File: src/rtl/riscv_mem_pkg.sv
// riscv_mem_pkg: shared types and constants for the
// unified-memory port arbiter of the riscv core.
package riscv_mem_pkg;

    typedef enum logic [1:0] {
        RESP_NONE,
        RESP_IF,
        RESP_D
    } resp_owner_e;

    localparam int MEM_ADDR_W = 9;
    localparam int BE_W = 4;
    localparam logic [BE_W-1:0] BE_ALL = 4'b1111;

endpackage

File: src/rtl/arb_fair_cnt.sv
// arb_fair_cnt: saturating starvation counter; at_max
// tells the arbiter fetch has waited long enough.
module arb_fair_cnt #(
    parameter int STARVE_MAX = 4
) (
    input  logic clk,
    input  logic reset,
    input  logic inc,
    input  logic clr,
    output logic at_max
);

    localparam int CW = (STARVE_MAX < 1) ? 1 : $clog2(STARVE_MAX + 1);
    localparam logic [CW-1:0] MAX = CW'(STARVE_MAX);

    logic [CW-1:0] cnt;

    assign at_max = (cnt == MAX);

    // clear wins over increment; counter sticks at MAX
    always_ff @(posedge clk) begin
        if (!reset) begin
            cnt <= '0;
        end else if (clr) begin
            cnt <= '0;
        end else if (inc && !at_max) begin
            cnt <= cnt + 1'b1;
        end
    end

endmodule

File: src/rtl/mem_port_arbiter.sv
// mem_port_arbiter: shares one 1-cycle-latency RAM between
// fetch and load/store, data first with fetch fairness.
module mem_port_arbiter
    import riscv_mem_pkg::*;
#(
    parameter int ADDR_W = MEM_ADDR_W,
    parameter int DATA_W = 32,
    parameter int STARVE_MAX = 4
) (
    input  logic              clk,
    input  logic              reset,
    input  logic              if_req,
    input  logic [ADDR_W-1:0] if_addr,
    output logic              if_gnt,
    output logic              if_rvalid,
    output logic [DATA_W-1:0] if_rdata,
    input  logic              d_req,
    input  logic              d_we,
    input  logic [BE_W-1:0]   d_be,
    input  logic [ADDR_W-1:0] d_addr,
    input  logic [DATA_W-1:0] d_wdata,
    output logic              d_gnt,
    output logic              d_rvalid,
    output logic [DATA_W-1:0] d_rdata,
    output logic              mem_en,
    output logic              mem_we,
    output logic [BE_W-1:0]   mem_be,
    output logic [ADDR_W-1:0] mem_addr,
    output logic [DATA_W-1:0] mem_wdata,
    input  logic [DATA_W-1:0] mem_rdata
);

    resp_owner_e resp_owner;
    resp_owner_e resp_next;
    logic        at_max;
    logic        if_win;

    arb_fair_cnt #(
        .STARVE_MAX(STARVE_MAX)
    ) u_fair (
        .clk   (clk),
        .reset (reset),
        .inc   (d_gnt && if_req),
        .clr   (if_gnt || !if_req),
        .at_max(at_max)
    );

    // data wins unless fetch has been starved long enough
    always_comb begin
        if_win = if_req && (!d_req || at_max);
        if_gnt = reset && if_win;
        d_gnt  = reset && d_req && !if_win;
    end

    // drive the RAM from the winner; idle cycles are all zero
    always_comb begin
        mem_en    = 1'b0;
        mem_we    = 1'b0;
        mem_be    = '0;
        mem_addr  = '0;
        mem_wdata = '0;
        resp_next = RESP_NONE;
        unique case (1'b1)
            d_gnt: begin
                mem_en   = 1'b1;
                mem_we   = d_we;
                mem_addr = d_addr;
                if (d_we) begin
                    mem_be    = d_be;
                    mem_wdata = d_wdata;
                end else begin
                    mem_be    = BE_ALL;
                    resp_next = RESP_D;
                end
            end
            if_gnt: begin
                mem_en    = 1'b1;
                mem_be    = BE_ALL;
                mem_addr  = if_addr;
                resp_next = RESP_IF;
            end
            default: begin
            end
        endcase
    end

    // remember who owns the read data arriving next cycle
    always_ff @(posedge clk) begin
        if (!reset) begin
            resp_owner <= RESP_NONE;
        end else begin
            resp_owner <= resp_next;
        end
    end

    // route read data; quiet ports see zero
    always_comb begin
        if_rvalid = reset && (resp_owner == RESP_IF);
        d_rvalid  = reset && (resp_owner == RESP_D);
        if_rdata  = if_rvalid ? mem_rdata : '0;
        d_rdata   = d_rvalid ? mem_rdata : '0;
    end

endmodule

File: config.mk
export PLATFORM = sky130hd
export DESIGN_NAME = mem_port_arbiter
export DESIGN_NICKNAME = d
export VERILOG_FILES = /design/src/rtl/riscv_mem_pkg.sv /design/src/rtl/arb_fair_cnt.sv /design/src/rtl/mem_port_arbiter.sv
export SDC_FILE = /design/constraint.sdc
export NUM_CORES = 1
export LEC_CHECK = 0
export CORE_AREA = 2 2 79 81
export CTS_BUF_LIST = sky130_fd_sc_hd__clkbuf_4
export DETAILED_ROUTE_END_ITERATION = 7
export DIE_AREA = 0 0 81 83
export GPL_TIMING_DRIVEN = 0
export HOLD_SLACK_MARGIN = 0.06
export MAX_ROUTING_LAYER = met4
export PLACE_DENSITY = 0.83
export SLEW_MARGIN = 20
export SYNTH_ARGS = -nofsm -noshare
export SYNTH_HDL_FRONTEND = slang
export SYNTH_SLANG_ARGS = --single-unit
File: constraint.sdc
create_clock -name clk -period 2 [get_ports clk]
set_clock_uncertainty 0.1 [all_clocks]
set_input_delay 0.3 -clock clk [delete_from_list [all_inputs] [get_ports clk]]
set_output_delay 0.3 -clock clk [all_outputs]
set_load 0.1 [all_outputs]
# Word-level counts from Yosys, hierarchy flattened

Cells that the tools add are included.

Flip-flop bits (word level): 5
Bits in latches: 0
Memory bits (writable): 0
ROM bits: 0
Input bits: 91
Output and inout port bits: 115
Word-level logic and storage cells: 34
Memories: 0

Add/subtract/negate cells: 1
$mul: 0
Div/mod/pow operators: 0
Magnitude comparators: 0
Eq/ne operators: 3
Shift operators: 0
Mux-type cells: 11
Bitwise gates (word level): 1
Reduce and logical (&&, ||, !) cells: 16

Operators by type and width:

| operator                                      | count |
|---|---|
| 2-to-1 mux 32 bit                             | 4 |
| case mux 9 bit (2 select lines)               | 1 |
| logical AND 1 bit                             | 8 |
| case mux 4 bit (2 select lines)               | 1 |
| zero test 1 bit                               | 4 |
| 2-to-1 mux 4 bit                              | 1 |
| case mux 2 bit (2 select lines)               | 1 |
| OR reduction 2 bit                            | 2 |
| adder 3 x 1 -> 3 bit, second input constant   | 1 |
| == test 3 bit, second input constant          | 1 |
| == test 2 x 1 -> 1 bit, second input constant | 1 |
| == test 2 bit, second input constant          | 1 |
| logical OR 1 bit                              | 2 |
| 2-to-1 mux 1 bit                              | 2 |
| 2-to-1 mux 2 bit                              | 1 |
| NOT 1 bit                                     | 1 |

# Logic depth before layout (Yosys ltp)

Gate-level depths: netlist of the first run.

Depth in word-level cells: 7
Gate-level depth with buffers: 6
Gate-level depth less buffers: 4

# Cells and area by module

Synthesis of the first run repeated with hierarchy kept, for this count alone.

Cells, all modules: 183
Area, all modules: 1,153.6 um2

By module, submodules not included:

| module           | times used | cells an instance | area an instance (um2) | seq. area each (um2) |
|---|---|---|---|---|
| mem_port_arbiter | 1          | 165               | 965.9                  | 40.0 |
| arb_fair_cnt     | 1          | 18                | 187.7                  | 60.1 |

# Least setup slack after synthesis of the first run

Ideal clock, no wire load.

Path kind: register -> output
From: reg u_fair.cnt[0]
To: out mem_be[0]
Arrival: 3.235 ns
Required time: 1.600 ns
Path slack: -1.635 ns
Stages on the path, launching flop included: 6
Path buffers: 1
Path through: dfxtp_1 inv_1 ha_1 and3_4 buf_6 o32ai_1

Word-level cells in the longest chain between the ends: 6
Elaborated cells on any way between the ends: 7
Those cells by class: eq/ne (1); mux (1); reduce/logical (5)

RTL lines:

| what                                | line                   | source |
|---|---|---|
| from (decl)                         | arb_fair_cnt.sv:16     | `logic [CW-1:0] cnt;` |
| from (signal assigned)              | arb_fair_cnt.sv:27     | `cnt <= cnt + 1'b1;` |
| == test 3 bit (*)                   | arb_fair_cnt.sv:18     | `assign at_max = (cnt == MAX);` |
| logical OR 1 bit (*)                | mem_port_arbiter.sv:50 | `if_win = if_req && (!d_req \|\| at_max);` |
| logical AND 1 bit (*)               | mem_port_arbiter.sv:50 |  |
| zero test 1 bit                     | mem_port_arbiter.sv:52 | `d_gnt = reset && d_req && !if_win;` |
| logical AND 1 bit                   | mem_port_arbiter.sv:52 |  |
| case mux 4 bit (2 select lines) (*) | mem_port_arbiter.sv:63 | `unique case (1'b1)` |
| to (decl)                           | mem_port_arbiter.sv:27 | `output logic [BE_W-1:0] mem_be,` |

Every way passes the cells marked *; elsewhere a longest branch is shown, timed or not.

# Final worst setup path of the first run

From: reg u_fair.cnt[0]
To: out mem_be[2]

Same word-level chain as after synthesis.

==> results of run 1 <==
layout make-up:
class / count / area (µm²) / area share
clock buffers: 4 / 30.0 / 0.00632
repair buffers: 219 / 2600 / 0.547
plain buffers: 22 / 236 / 0.0498
diodes: 2 / 5.00 / 0.00105
inverters: 2 / 7.51 / 0.00158
well taps: 75 / 93.8 / 0.0198
flip-flops and latches: 5 / 103 / 0.0216
multi-input cells: 183 / 1670 / 0.353
cells by family after synthesis:
group,count (synthesis),synth area share
and+or+nand+nor,165,0.713
DFF,5,0.0761
AOI/OAI and AO/OA,16,0.0875
adders and majority gates,2,0.0190
buffers and inverters,26,0.105
layer usage:
layer / up-vias / GRT usage / share of wire / wire, µm
met1: 1158 / 0.258 / 0.32 / 3130
li1: 1175 / - / - / -
met4: 0 / 0.0632 / 0.034 / 333
met2: 146 / 0.500 / 0.55 / 5340
met3: 22 / 0.0533 / 0.092 / 892
met5: - / - / 0 / 0
critical path: stages (launching register included):
cell	delay, ns
sky130_fd_sc_hd__dfxtp_2	0.34
sky130_fd_sc_hd__inv_2	0.05
sky130_fd_sc_hd__ha_4	0.15
sky130_fd_sc_hd__and3_4	0.19
sky130_fd_sc_hd__buf_12	0.15
sky130_fd_sc_hd__buf_4	0.14
sky130_fd_sc_hd__o32ai_4	0.25
sky130_fd_sc_hd__buf_12	0.21
layout by cell type, fill, tap and decap left out, types with 2 or more instances in the layout:
| cell | instances |
|---|---|
| sky130_fd_sc_hd__and2_1 | 46 |
| sky130_fd_sc_hd__inv_2 | 2 |
| sky130_fd_sc_hd__o32ai_4 | 4 |
| sky130_fd_sc_hd__buf_16 | 2 |
| sky130_fd_sc_hd__dlygate4sd2_1 | 2 |
| sky130_fd_sc_hd__nand2_1 | 31 |
| sky130_fd_sc_hd__dfxtp_1 | 3 |
| sky130_fd_sc_hd__buf_12 | 49 |
| sky130_fd_sc_hd__buf_6 | 38 |
| sky130_fd_sc_hd__clkdlybuf4s50_1 | 86 |
| sky130_fd_sc_hd__nand2_2 | 3 |
| sky130_fd_sc_hd__clkbuf_16 | 2 |
| sky130_fd_sc_hd__nor3_4 | 32 |
| sky130_fd_sc_hd__nand3_1 | 19 |
| sky130_fd_sc_hd__diode_2 | 2 |
| sky130_fd_sc_hd__nor2_4 | 2 |
| sky130_fd_sc_hd__clkbuf_8 | 2 |
| sky130_fd_sc_hd__clkbuf_4 | 6 |
| sky130_fd_sc_hd__and2_2 | 18 |
| sky130_fd_sc_hd__dfxtp_2 | 2 |
| sky130_fd_sc_hd__buf_2 | 11 |
| sky130_fd_sc_hd__nor2b_1 | 4 |
| sky130_fd_sc_hd__o22ai_4 | 9 |
| sky130_fd_sc_hd__clkbuf_2 | 8 |
| sky130_fd_sc_hd__buf_4 | 37 |
flip-flops by register name, summed over array words and instances, names as in the netlist:
| name | count |
|---|---|
| resp_owner | 2 |
| u_fair.cnt | 3 |
cells in the mapped netlist (all sizes together):
| master | number | area (µm²) |
|---|---|---|
| and2 | 64 | 400 |
| nand2 | 34 | 128 |
| nor3 | 33 | 205 |
| nand3 | 19 | 95.1 |
| buf | 13 | 83.8 |
| clkbuf | 11 | 46.3 |
| o22ai | 9 | 56.3 |
| dfxtp | 5 | 100 |
| nor2b | 4 | 25.0 |
| o32ai | 4 | 35.0 |
| nor2 | 3 | 11.3 |
| and3b | 2 | 17.5 |
| ha | 2 | 25.0 |
| inv | 2 | 7.51 |
| nor3b | 2 | 20.0 |
| a21boi | 1 | 11.3 |
| a21oi | 1 | 5.00 |
| and3 | 1 | 11.3 |
| and4 | 1 | 8.76 |
| nand2b | 1 | 6.26 |
| o21a | 1 | 7.51 |
| or3b | 1 | 8.76 |
per-stage QoR:
stage                     setup TNS (ns)  power, µW  cell area [µm²]
after floorplan                    -4.13        767             1970
after global placement           -133.07       1080             4120
after detailed placement         -132.83       1090             4120
after CTS                          -1.57       1310             4450
after global routing               -3.95       1410             4750
final                              -2.26       1370             4750
final timing paths:
path	start	to	slack, ns	cells past startpoint
max	u_fair.cnt[0]$_SDFFE_PP0P_	mem_be[2]	-0.15	7
min	reset	u_fair.cnt[1]$_SDFFE_PP0P_	0.37	2
max reg2reg	u_fair.cnt[0]$_SDFFE_PP0P_	u_fair.cnt[0]$_SDFFE_PP0P_	0.32	6
min reg2reg	u_fair.cnt[0]$_SDFFE_PP0P_	u_fair.cnt[0]$_SDFFE_PP0P_	0.46	2
timing repair:
| action | CTS | global route |
|---|---|---|
| setup buffers | 3 | 8 |
| endpoints found under the setup margin | 115 | 105 |
| cloned | 0 | 3 |
| hold endpoints to repair | 0 | 0 |
| pin swaps | 3 | 8 |
| resized for setup | 841 | 51 |
power by group through the flow:
stage | Sequential (µW) | Combinational (µW) | Clock [µW]
after floorplan | 106 | 661 | 0
after global placement | 106 | 978 | 0
after detailed placement | 106 | 987 | 0
after CTS | 104 | 1070 | 135
after global routing | 104 | 1160 | 144
final | 104 | 1130 | 136
==> impl_summary.txt, run 1 <==
----------------------------------------------------
[Status]
  Outcome ... finished, violations left
  Failing checks ... setup timing

[STA]
  Worst Slack Setup Final ... -0.150 ns
  Final number of setup-violating endpoints ... 40
  Max-slew headroom at the worst pin ... 0.661
  Number of pins exceeding their max-slew limit in the final report ... 0
  Fin crit period ... 2.15 ns
  Maximum clock frequency ... 465 MHz
  Smallest hold slack ... 0.373 ns
  Period Utilization, post-route ... 1.07
  Worst-margin pin slew ... 0.512 ns
  Setup repair after global routing missed its margin ... true
  Hold violation total from the final report ... 0

[Layout]
  Fin cells ... 512
  Layout cell share with drive strength beyond 1 ... 0.540
  Layout overhead on the synthesized area ... 261%
  Core occupancy in the finished layout ... 0.816
  Final Net Count ... 529
  # fillers ... 372

[Placement]
  Post-Place Setup Slack ... -1.40 ns
  Count of input and output buffers ... 205
  Count of placed standard cells including taps ... 494
  Routability cong. ... 0.832
  Post-detailed-placement half-perimeter wirelength ... 6.37 mm

[CTS]
  TritonCTS clock tree ... built
  Latest clock arrival within the worst-skew pair ... 0.24 ns
  CTS HTree Levels ... 1
  Register clock-pin slew on the reported worst setup and hold paths ... 0.05 ns
  Num Clock Sinks ... 5
  Clk root buf ... sky130_fd_sc_hd__clkbuf_4
  CTS buffer count ... 3
  Number of buffers between clock root and the deepest sink ... 2
  Number of hold buffers added after cts ... 0

[Power]
  Worst supply voltage drop on vdd ... 0.249 mV
  Sequential fraction of design power ... 0.076
  Power per cell area ... 288 mW/mm²
  Internal power contribution ... 631 µW
  Logic pwr share ... 0.824
  Power dissipated by switching net loads ... 736 µW
  Clk network pwr share ... 0.100
  Switching portion of total power ... 0.538
  Static leakage ... 0.00196 µW

[Detailed routing]
  Routed vias ... 2501
  Mean routed wirelength per cell ... 18.9 µm
  First-iteration detailed-routing DRC count ... 53
  First-pass iteration count of the detailed router ... 4
  Final WL ... 9.70 mm
  Remaining antenna violation count after routing ... 0
  Drt drc ... 0
  DR vias/cell ... 4.88

[Yosys]
  Seq/Total Area, Yosys ... 0.0761
  Post-synthesis area per instance ... 6.14 µm²
  Number of nets in the synthesized netlist ... 307
  Total of flip-flops plus latches after synthesis ... 5
  Count of cell types in the netlist ... 26
  Post-synthesis cell count ... 214
  Post-synthesis cell area ... 0.00132 mm²
  Count of synthesis-stage warnings from yosys ... 0

[Global routing]
  First-pass GRT wire length ... 13.2 mm
  Global-route congestion overflow total ... 0
  Number of global-route vias before repair ... 2518
  Number of antenna violations at the first check in global routing ... 2
  Overall Global Routing Usage ... 0.260
  Maximum number of pins on one net before global-route repair ... 11

[Setup path]
  Startpoint type of the worst setup path ... flip-flop
  Kind of end point of the critical path ... output pin
  Arrival time at the worst endpoint ... 1.75 ns
  Crit Path Max Fanout ... 8
  Critical path type ... reg2out
  Required time at the endpoint of the critical path ... 1.60 ns

[Worst hold path]
  Worst min-delay path category ... in2reg

[Floorplan]
  Floorplan Core Area ... 0.00582 mm²
  DIE WIDTH ... 81 µm
  I/O pin total ... 206
  Die Y ... 83 µm
  Placement row count ... 28
  Overall die area ... 0.00672 mm²
  Initial cell density of the core ... 0.226

[Flow run]
  Max capacitance violation total ... 0

----------------------------------------------------
(Power assumes the default switching activity.)
==> inputs of run 2 (changes only) <==
- PLACE_DENSITY: 0.83 -> not set
- PLACE_DENSITY_LB_ADDON: not set -> 0.3
- SETUP_SLACK_MARGIN: not set -> 0.2
==> run 2 against run 1 <==
  * The flow still finishes with violations (setup timing)
  * Utilization rose by 15 points
  * Via count grew 11%
  * Clock power rose by 8%
  * Critical path depth is the same
  * Die area unchanged
  * Non-clock buffer count grew 7
  * First-iteration DRC count increased by 68%
==> impl_summary.txt, run 2 (synthesized netlist as in run 1, its figures left out) <==
----------------------------------------------------
[STA]
  Worst Slack Setup Final ... -0.128 ns (+0.0217 ns)
  Setup repair after global routing missed its margin ... true
  Setup TNS after final layout ... -3.36 ns (-1.10 ns)
  Fin crit period ... 2.13 ns (-0.0217 ns)
  Hold violation total from the final report ... 0 (unchanged)
  Period Utilization, post-route ... 1.06 (-0.0109)
  Max-slew headroom at the worst pin ... 0.626 (-0.0353)
  Final number of setup-violating endpoints ... 47 (+18%)
  Maximum clock frequency ... 470 MHz (+1.0%)
  Number of pins exceeding their max-slew limit in the final report ... 0 (unchanged)
  Worst-margin pin slew ... 0.560 ns (+0.0481 ns)

[Placement]
  DP Area ... 0.00415 mm² (+0.88%)
  Count of placed standard cells including taps ... 494 (unchanged)
  Routability cong. ... 0.764 (-8.2%)
  Count of input and output buffers ... 205 (unchanged)
  Post-detailed-placement half-perimeter wirelength ... 6.23 mm (-2.2%)
  Post-Place Setup Slack ... -1.43 ns (-0.0283 ns)

[Setup path]
  Crit Path Max Fanout ... 10 (+2)
  Critical path type ... reg2out
  R2R cell count ... 8 (+2)
  Critical Path Most Common Cell ... sky130_fd_sc_hd__buf_12
  Required time at the endpoint of the critical path ... 1.60 ns (about the same)
  Startpoint type of the worst setup path ... flip-flop
  Launching element of the worst setup path ... u_fair.cnt[1]$_SDFFE_PP0P_
  Endpoint of the lowest-slack register-to-register path ... u_fair.cnt[0]$_SDFFE_PP0P_
  Arrival time at the worst endpoint ... 1.73 ns (-0.02 ns)
  Register-to-register path setup slack ... 0.31 ns (about the same)
  Ordered cell list for the critical path ... inv_2 -> ha_4 -> and3_4 -> buf_12 -> buf_12 -> nor3_4 -> buf_12
  Kind of end point of the critical path ... output pin
  Delay of the slowest cell on the worst path ... 0.34 ns (about the same)
  Slowest library cell on the worst path ... sky130_fd_sc_hd__dfxtp_2
  Reg2reg start ... u_fair.cnt[1]$_SDFFE_PP0P_
  Crit path to ... mem_wdata[29]

[Global routing]
  First-pass GRT wire length ... 14.7 mm (+11%)
  Number of antenna violations at the first check in global routing ... 0 (-2)
  Number of global-route vias before repair ... 2760 (+9.6%)
  Global-route congestion overflow total ... 0 (unchanged)
  Overall Global Routing Usage ... 0.287 (+0.0277)
  Maximum number of pins on one net before global-route repair ... 11 (unchanged)

[Floorplan]
  Die Y ... 83 µm (unchanged)
  DIE WIDTH ... 81 µm (unchanged)
  Initial cell density of the core ... 0.226 (unchanged)
  I/O pin total ... 206 (unchanged)
  Floorplan Core Area ... 0.00582 mm² (unchanged)
  Overall die area ... 0.00672 mm² (unchanged)
  Placement row count ... 28 (unchanged)

[Layout]
  Largest registers in the final layout ... u_fair.cnt: 3 flops, resp_owner: 2 flops
  Fin cells ... 517 (+0.98%)
  Layout overhead on the synthesized area ... 327%
  Final Net Count ... 536 (+1.3%)
  Commonest cells after routing, fill and taps aside ... sky130_fd_sc_hd__buf_12, sky130_fd_sc_hd__clkdlybuf4s50_1, sky130_fd_sc_hd__and2_4
  Register with the most flip-flops ... u_fair.cnt
  Non-Filler Cell Area, Final ... 0.00561 mm² (+18%)
  Commonest non-fill, non-tap cell in the layout ... sky130_fd_sc_hd__buf_12
  Flip-flop count of the largest register after layout ... 3 (unchanged)
  Antenna diodes ... 0 (-2)
  # fillers ... 108 (-71%)
  Layout cell share with drive strength beyond 1 ... 0.638 (+0.0978)

[Flow run]
  Max capacitance violation total ... 0 (unchanged)

[CTS]
  Register clock-pin slew on the reported worst setup and hold paths ... 0.05 ns (about the same)
  Number of buffers between clock root and the deepest sink ... 2 (unchanged)
  Number of hold buffers added after cts ... 0 (unchanged)
  CTS buffer count ... 3 (unchanged)
  Num Clock Sinks ... 5 (unchanged)
  Latest clock arrival within the worst-skew pair ... 0.26 ns (+0.02 ns)
  Clk root buf ... sky130_fd_sc_hd__clkbuf_4
  TritonCTS clock tree ... built
  CTS HTree Levels ... 1 (unchanged)

[Detailed routing]
  Drt drc ... 0 (unchanged)
  Mean routed wirelength per cell ... 25.6 µm (+35%)
  Final WL ... 13.2 mm (+36%)
  Routed vias ... 2788 (+11%)
  DR vias/cell ... 5.39 (+10%)
  First-pass iteration count of the detailed router ... 4 (unchanged)
  Remaining antenna violation count after routing ... 0 (unchanged)
  First-iteration detailed-routing DRC count ... 89 (+68%)

[Worst hold path]
  Number of cells traversed by the worst hold path ... 2 (unchanged)
  Worst min-delay path category ... in2reg

[Power]
  Total power consumption of the routed design ... 1510 µW (+11%)
  Static leakage ... 0.00222 µW (+13%)
  Power per cell area ... 269 mW/mm² (-6.5%)
  Worst supply voltage drop on vdd ... 0.217 mV (-13%)

[Status]
  Outcome ... finished, violations left
  Failing checks ... setup timing

----------------------------------------------------
[run 2: changes by cell type in the layout (fill, tap and decap cells not counted), moves of 4 or more]
cell                       previous run  this run
sky130_fd_sc_hd__and2_1              46         6
sky130_fd_sc_hd__and2_2              18        14
sky130_fd_sc_hd__and2_4               0        44
sky130_fd_sc_hd__buf_12              49       105
sky130_fd_sc_hd__buf_2               11         2
sky130_fd_sc_hd__buf_4               37        14
sky130_fd_sc_hd__buf_6               38        17
sky130_fd_sc_hd__buf_8                1         9
sky130_fd_sc_hd__clkbuf_2             8         3
[run 2: metrics by stage]
stage,utilization,hold WS [ns]
final,0.965,0.358
after global placement,0.714,0.320
after detailed placement,0.714,0.327
after floorplan,-,0.310
after CTS,0.869,0.411
after global routing,0.965,0.358
[run 2: worst max-delay path: cells and delay by family, from the launching register on]
family | cells | cell delay (ns)
buffers and inverters | 4 | 0.56
AND/OR/NAND/NOR | 2 | 0.39
flip-flops | 1 | 0.34
adder cells (fa/ha/maj) | 1 | 0.16
[run 2: worst min-delay path by stage]
stage	slack, ns	endpoint	from
3_5_place_dp	0.33	u_fair.cnt[0]$_SDFFE_PP0P_	u_fair.cnt[0]$_SDFFE_PP0P_
3_3_place_gp	0.32	u_fair.cnt[0]$_SDFFE_PP0P_	u_fair.cnt[0]$_SDFFE_PP0P_
4_1_cts	0.41	u_fair.cnt[0]$_SDFFE_PP0P_	u_fair.cnt[0]$_SDFFE_PP0P_
2_1_floorplan	0.31	u_fair.cnt[0]$_SDFFE_PP0P_	u_fair.cnt[0]$_SDFFE_PP0P_
6_report	0.36	u_fair.cnt[1]$_SDFFE_PP0P_	reset
5_1_grt	0.36	u_fair.cnt[1]$_SDFFE_PP0P_	reset
[run 2: repair_timing]
action                                  CTS  global route
cloned                                    2             3
endpoints found under the setup margin  116           108
pin swaps                                 4            27
buffers inserted                          7             7
gates resized for setup                 959           136
[run 2: cell type report]
cell class / count / area [µm²] / area share
clock buffers: 4 / 30.0 / 0.00535
inverters: 2 / 7.51 / 0.00134
flip-flops and latches: 5 / 104 / 0.0185
plain buffers: 24 / 294 / 0.0524
repair buffers: 224 / 3310 / 0.589
well taps: 75 / 93.8 / 0.0167
multi-input cells: 183 / 1780 / 0.316
[run 2: power by group]
group          leakage (µW)  switching [µW]  internal (µW)
sequential        0.0000421            1.53            103
combinational       0.00216             742            518
clock             0.0000184            57.2           90.0
total               0.00222             800            710
[run 2: routing by layer]
metal  up-vias  global-route usage  part of all wire
met4         0               0.116             0.062
met1      1321               0.281              0.33
met2       220               0.538              0.52
li1       1179                   -                 -
met5         -                   -                 0
met3        68              0.0565             0.091
==> inputs of run 3 (changes only) <==
- ABC_AREA: not set -> 1
==> run 3 against run 2 <==
  * The flow now finishes without violations
  * Power fell by 5.9%
  * Utilization fell by 9.1 points
  * Via count fell by 9.6%
  * Cell area fell by 9.5%
  * Count of clock-buffer cells in the layout did not move
  * Die area did not move
  * Register-to-register slack improved by 0.53 ns
  * Worst setup slack improved by 0.19 ns
  * Synthesized area fell by 9.3%
==> impl_summary.txt, run 3 <==
----------------------------------------------------
[CTS]
  CTS HTree Levels ... 1 (unchanged)
  Num Clock Sinks ... 5 (unchanged)
  Number of hold buffers added after cts ... 0 (unchanged)
  Latest clock arrival within the worst-skew pair ... 0.24 ns (-0.02 ns)
  Clk root buf ... sky130_fd_sc_hd__clkbuf_4
  TritonCTS clock tree ... built
  CTS buffer count ... 3 (unchanged)
  Register clock-pin slew on the reported worst setup and hold paths ... 0.05 ns (about the same)
  Number of buffers between clock root and the deepest sink ... 2 (unchanged)

[Detailed routing]
  Drt drc ... 0 (unchanged)
  DR vias/cell ... 4.52 (-16%)
  First-pass iteration count of the detailed router ... 4 (unchanged)
  Routed vias ... 2520 (-9.6%)
  Remaining antenna violation count after routing ... 0 (unchanged)
  Mean routed wirelength per cell ... 17.0 µm (-33%)
  Final WL ... 9.49 mm (-28%)
  First-iteration detailed-routing DRC count ... 67 (-25%)

[Placement]
  Routability cong. ... 0.753 (-1.4%)
  DP Area ... 0.00411 mm² (-1.1%)
  Count of input and output buffers ... 204 (-0.49%)
  Post-detailed-placement half-perimeter wirelength ... 6.03 mm (-3.1%)

[Floorplan]
  Placement row count ... 28 (unchanged)
  Overall die area ... 0.00672 mm² (unchanged)
  DIE WIDTH ... 81 µm (unchanged)
  Die Y ... 83 µm (unchanged)
  I/O pin total ... 206 (unchanged)
  Initial cell density of the core ... 0.205 (-0.0211)
  Floorplan Core Area ... 0.00582 mm² (unchanged)

[Layout]
  Register with the most flip-flops ... u_fair.cnt
  # fillers ... 280 (+160%)
  Antenna diodes ... 0 (unchanged)
  Flip-flop count of the largest register after layout ... 3 (unchanged)
  Multi-input gate area in the final layout ... 0.00160 mm² (-9.7%)
  Commonest non-fill, non-tap cell in the layout ... sky130_fd_sc_hd__nor2_4
  Layout overhead on the synthesized area ... 326%
  Layout cell share with drive strength beyond 1 ... 0.575 (-0.0633)
  Non-Filler Cell Area, Final ... 0.00508 mm² (-9.5%)
  Largest registers in the final layout ... u_fair.cnt: 3 flops, resp_owner: 2 flops
  Commonest cells after routing, fill and taps aside ... sky130_fd_sc_hd__nor2_4, sky130_fd_sc_hd__clkdlybuf4s50_1, sky130_fd_sc_hd__buf_12
  Total area of sequential cells ... 108 µm² (+3.6%)
  Final Net Count ... 576 (+7.5%)

[Yosys]
  Count of cell types in the netlist ... 16 (-38%)
  Area share of the largest cell type after synthesis ... 0.315 (+0.0103)
  Largest area contributor in the netlist ... sky130_fd_sc_hd__nor2_1
  Synth top cells by count ... sky130_fd_sc_hd__nor2_1, sky130_fd_sc_hd__nand2_1, sky130_fd_sc_hd__inv_1
  Number of nets in the synthesized netlist ... 353 (+15%)
  Post-synthesis cell area ... 0.00119 mm² (-9.3%)
  Post-synthesis cell count ... 260 (+21%)
  Ys flop type ... sky130_fd_sc_hd__dfxtp_1
  Post-synthesis area per instance ... 4.59 µm² (-25%)
  Count of flip-flops with a built-in enable after synthesis ... 0 (unchanged)
  Cell with the most instances after synthesis ... sky130_fd_sc_hd__nor2_1
  Seq/Total Area, Yosys ... 0.0839 (+0.00783)
  Total of flip-flops plus latches after synthesis ... 5 (unchanged)
  Share of synthesized flip-flops with an asynchronous set or reset ... 0 (unchanged)
  Count of synthesis-stage warnings from yosys ... 0 (unchanged)
  Cells taking the most area after synthesis ... sky130_fd_sc_hd__nor2_1, sky130_fd_sc_hd__nand2_1, sky130_fd_sc_hd__inv_1

[Flow run]
  Max capacitance violation total ... 0 (unchanged)

[STA]
  Period Utilization, post-route ... 0.970 (-0.0944)
  Worst-margin pin slew ... 0.554 ns (-0.00574 ns)
  Max-slew headroom at the worst pin ... 0.632 (+0.00645)
  Setup repair after global routing missed its margin ... true
  Maximum clock frequency ... 516 MHz (+9.7%)
  Smallest hold slack ... 0.375 ns (+0.0169 ns)
  Final number of setup-violating endpoints ... 0 (-100%)
  Hold violation total from the final report ... 0 (unchanged)
  Fin crit period ... 1.94 ns (-0.189 ns)
  Number of pins exceeding their max-slew limit in the final report ... 0 (unchanged)

[Setup path]
  Arrival time at the worst endpoint ... 1.54 ns (-0.19 ns)
  Stages on the worst setup path ... 7 (unchanged)
  Register-to-register path setup slack ... 0.84 ns (+0.53 ns)
  Delay of the slowest cell on the worst path ... 0.33 ns (about the same)
  R2R cell count ... 6 (-2)
  Endpoint of the lowest-slack register-to-register path ... resp_owner[0]$_SDFF_PN0_
  Critical path type ... reg2out
  Startpoint type of the worst setup path ... flip-flop
  Critical Path Most Common Cell ... sky130_fd_sc_hd__buf_12
  Required time at the endpoint of the critical path ... 1.60 ns (about the same)
  Family with the most delay on the worst path ... simple AND/OR/NAND/NOR gates
  Slowest library cell on the worst path ... sky130_fd_sc_hd__dfxtp_2
  Reg2reg start ... u_fair.cnt[1]$_SDFFE_PP0P_
  Kind of end point of the critical path ... output pin
  Bufs and invs on worst path ... 3 (-1)
  Ordered cell list for the critical path ... inv_2 -> ha_4 -> nand3_4 -> nand2_8 -> buf_12 -> nor2_4 -> buf_12
  Crit Path Max Fanout ... 10 (unchanged)

[Global routing]
  Maximum number of pins on one net before global-route repair ... 11 (unchanged)
  Number of global-route vias before repair ... 2854 (+3.4%)
  Number of antenna violations at the first check in global routing ... 0 (unchanged)
  First-pass GRT wire length ... 14.0 mm (-4.7%)
  Overall Global Routing Usage ... 0.270 (-0.0176)
  Global-route congestion overflow total ... 0 (unchanged)

[Worst hold path]
  Endpoint of the worst hold path ... resp_owner[1]$_SDFF_PN0_
  Hold Startpoint ... d_we
  Number of cells traversed by the worst hold path ... 2 (unchanged)
  Worst min-delay path category ... in2reg

[Power]
  Power per cell area ... 280 mW/mm² (+4.0%)
  Worst supply voltage drop on vdd ... 0.231 mV (+6.6%)
  Total power consumption of the routed design ... 1420 µW (-5.9%)
  Static leakage ... 0.00214 µW (-3.7%)

[Status]
  Outcome ... finished clean

----------------------------------------------------
-- run 3: cell count changes after synthesis, moves of 4 or more --
| cell | previous run | this run |
|---|---|---|
| sky130_fd_sc_hd__nor2b_1 | 4 | 0 |
| sky130_fd_sc_hd__nor2_1 | 3 | 100 |
| sky130_fd_sc_hd__clkbuf_1 | 7 | 1 |
| sky130_fd_sc_hd__inv_1 | 2 | 49 |
| sky130_fd_sc_hd__nand3_1 | 19 | 24 |
| sky130_fd_sc_hd__nor3_1 | 25 | 0 |
| sky130_fd_sc_hd__nand2_1 | 34 | 56 |
| sky130_fd_sc_hd__buf_2 | 10 | 6 |
| sky130_fd_sc_hd__and2_1 | 64 | 0 |
| sky130_fd_sc_hd__nor3_2 | 8 | 0 |
| sky130_fd_sc_hd__o32ai_1 | 4 | 0 |
| sky130_fd_sc_hd__clkbuf_2 | 4 | 0 |
| sky130_fd_sc_hd__o22ai_1 | 9 | 0 |
-- run 3: kinds of logic after synthesis --
family	share of synthesized area
simple gates	0.636
buf+inv	0.259
flops	0.0839
fa+ha+maj	0.0210
-- run 3: timing repair --
item                       4_1_cts  5_1_grt
pin swaps                        5        3
setup endpoints to repair      115       79
gates cloned                     3        2
gates resized for setup        913       42
buffers inserted                 7        2
-- run 3: through the flow --
stage          std cells  setup TNS (ns)  setup slack (ns)  utilization
2_1_floorplan        260          -0.691            -0.197            -
3_3_place_gp         539         -114.76             -1.21        0.706
3_5_place_dp         539         -116.43             -1.22        0.706
4_1_cts              553               0            0.0681        0.833
5_1_grt              557               0            0.0177        0.873
6_report             557               0            0.0609        0.873
-- run 3: layout make-up --
class | instances | share of cell area
repair buffers | 217 | 0.558
flip-flops and latches | 5 | 0.0212
multi-input cells | 190 | 0.316
plain buffers | 15 | 0.0397
inverters | 51 | 0.0411
well taps | 75 | 0.0185
clock buffers | 4 | 0.00591
-- run 3: worst max path at each step --
| stage | from | to | slack, ns |
|---|---|---|---|
| 2_1_floorplan | reset | if_rdata[0] | -0.20 |
| 3_3_place_gp | reset | d_rdata[19] | -1.21 |
| 3_5_place_dp | reset | d_rdata[19] | -1.22 |
| 4_1_cts | u_fair.cnt[1]$_SDFFE_PP0P_ | mem_wdata[18] | 0.07 |
| 5_1_grt | u_fair.cnt[1]$_SDFFE_PP0P_ | mem_wdata[18] | 0.02 |
| 6_report | u_fair.cnt[1]$_SDFFE_PP0P_ | mem_wdata[18] | 0.06 |
-- run 3: layer usage --
layer,vias up,part of all wire,global-route usage
li1,1192,-,-
met3,18,0.090,0.0652
met1,1174,0.30,0.238
met5,-,0,-
met4,0,0.018,0.0647
met2,136,0.59,0.547
-- run 3: where the power goes --
| group | switching, µW | internal, µW | leakage, µW |
|---|---|---|---|
| clock | 45.4 | 89.2 | 0.0000184 |
| combinational | 742 | 440 | 0.00208 |
| sequential | 3.09 | 102 | 0.0000427 |
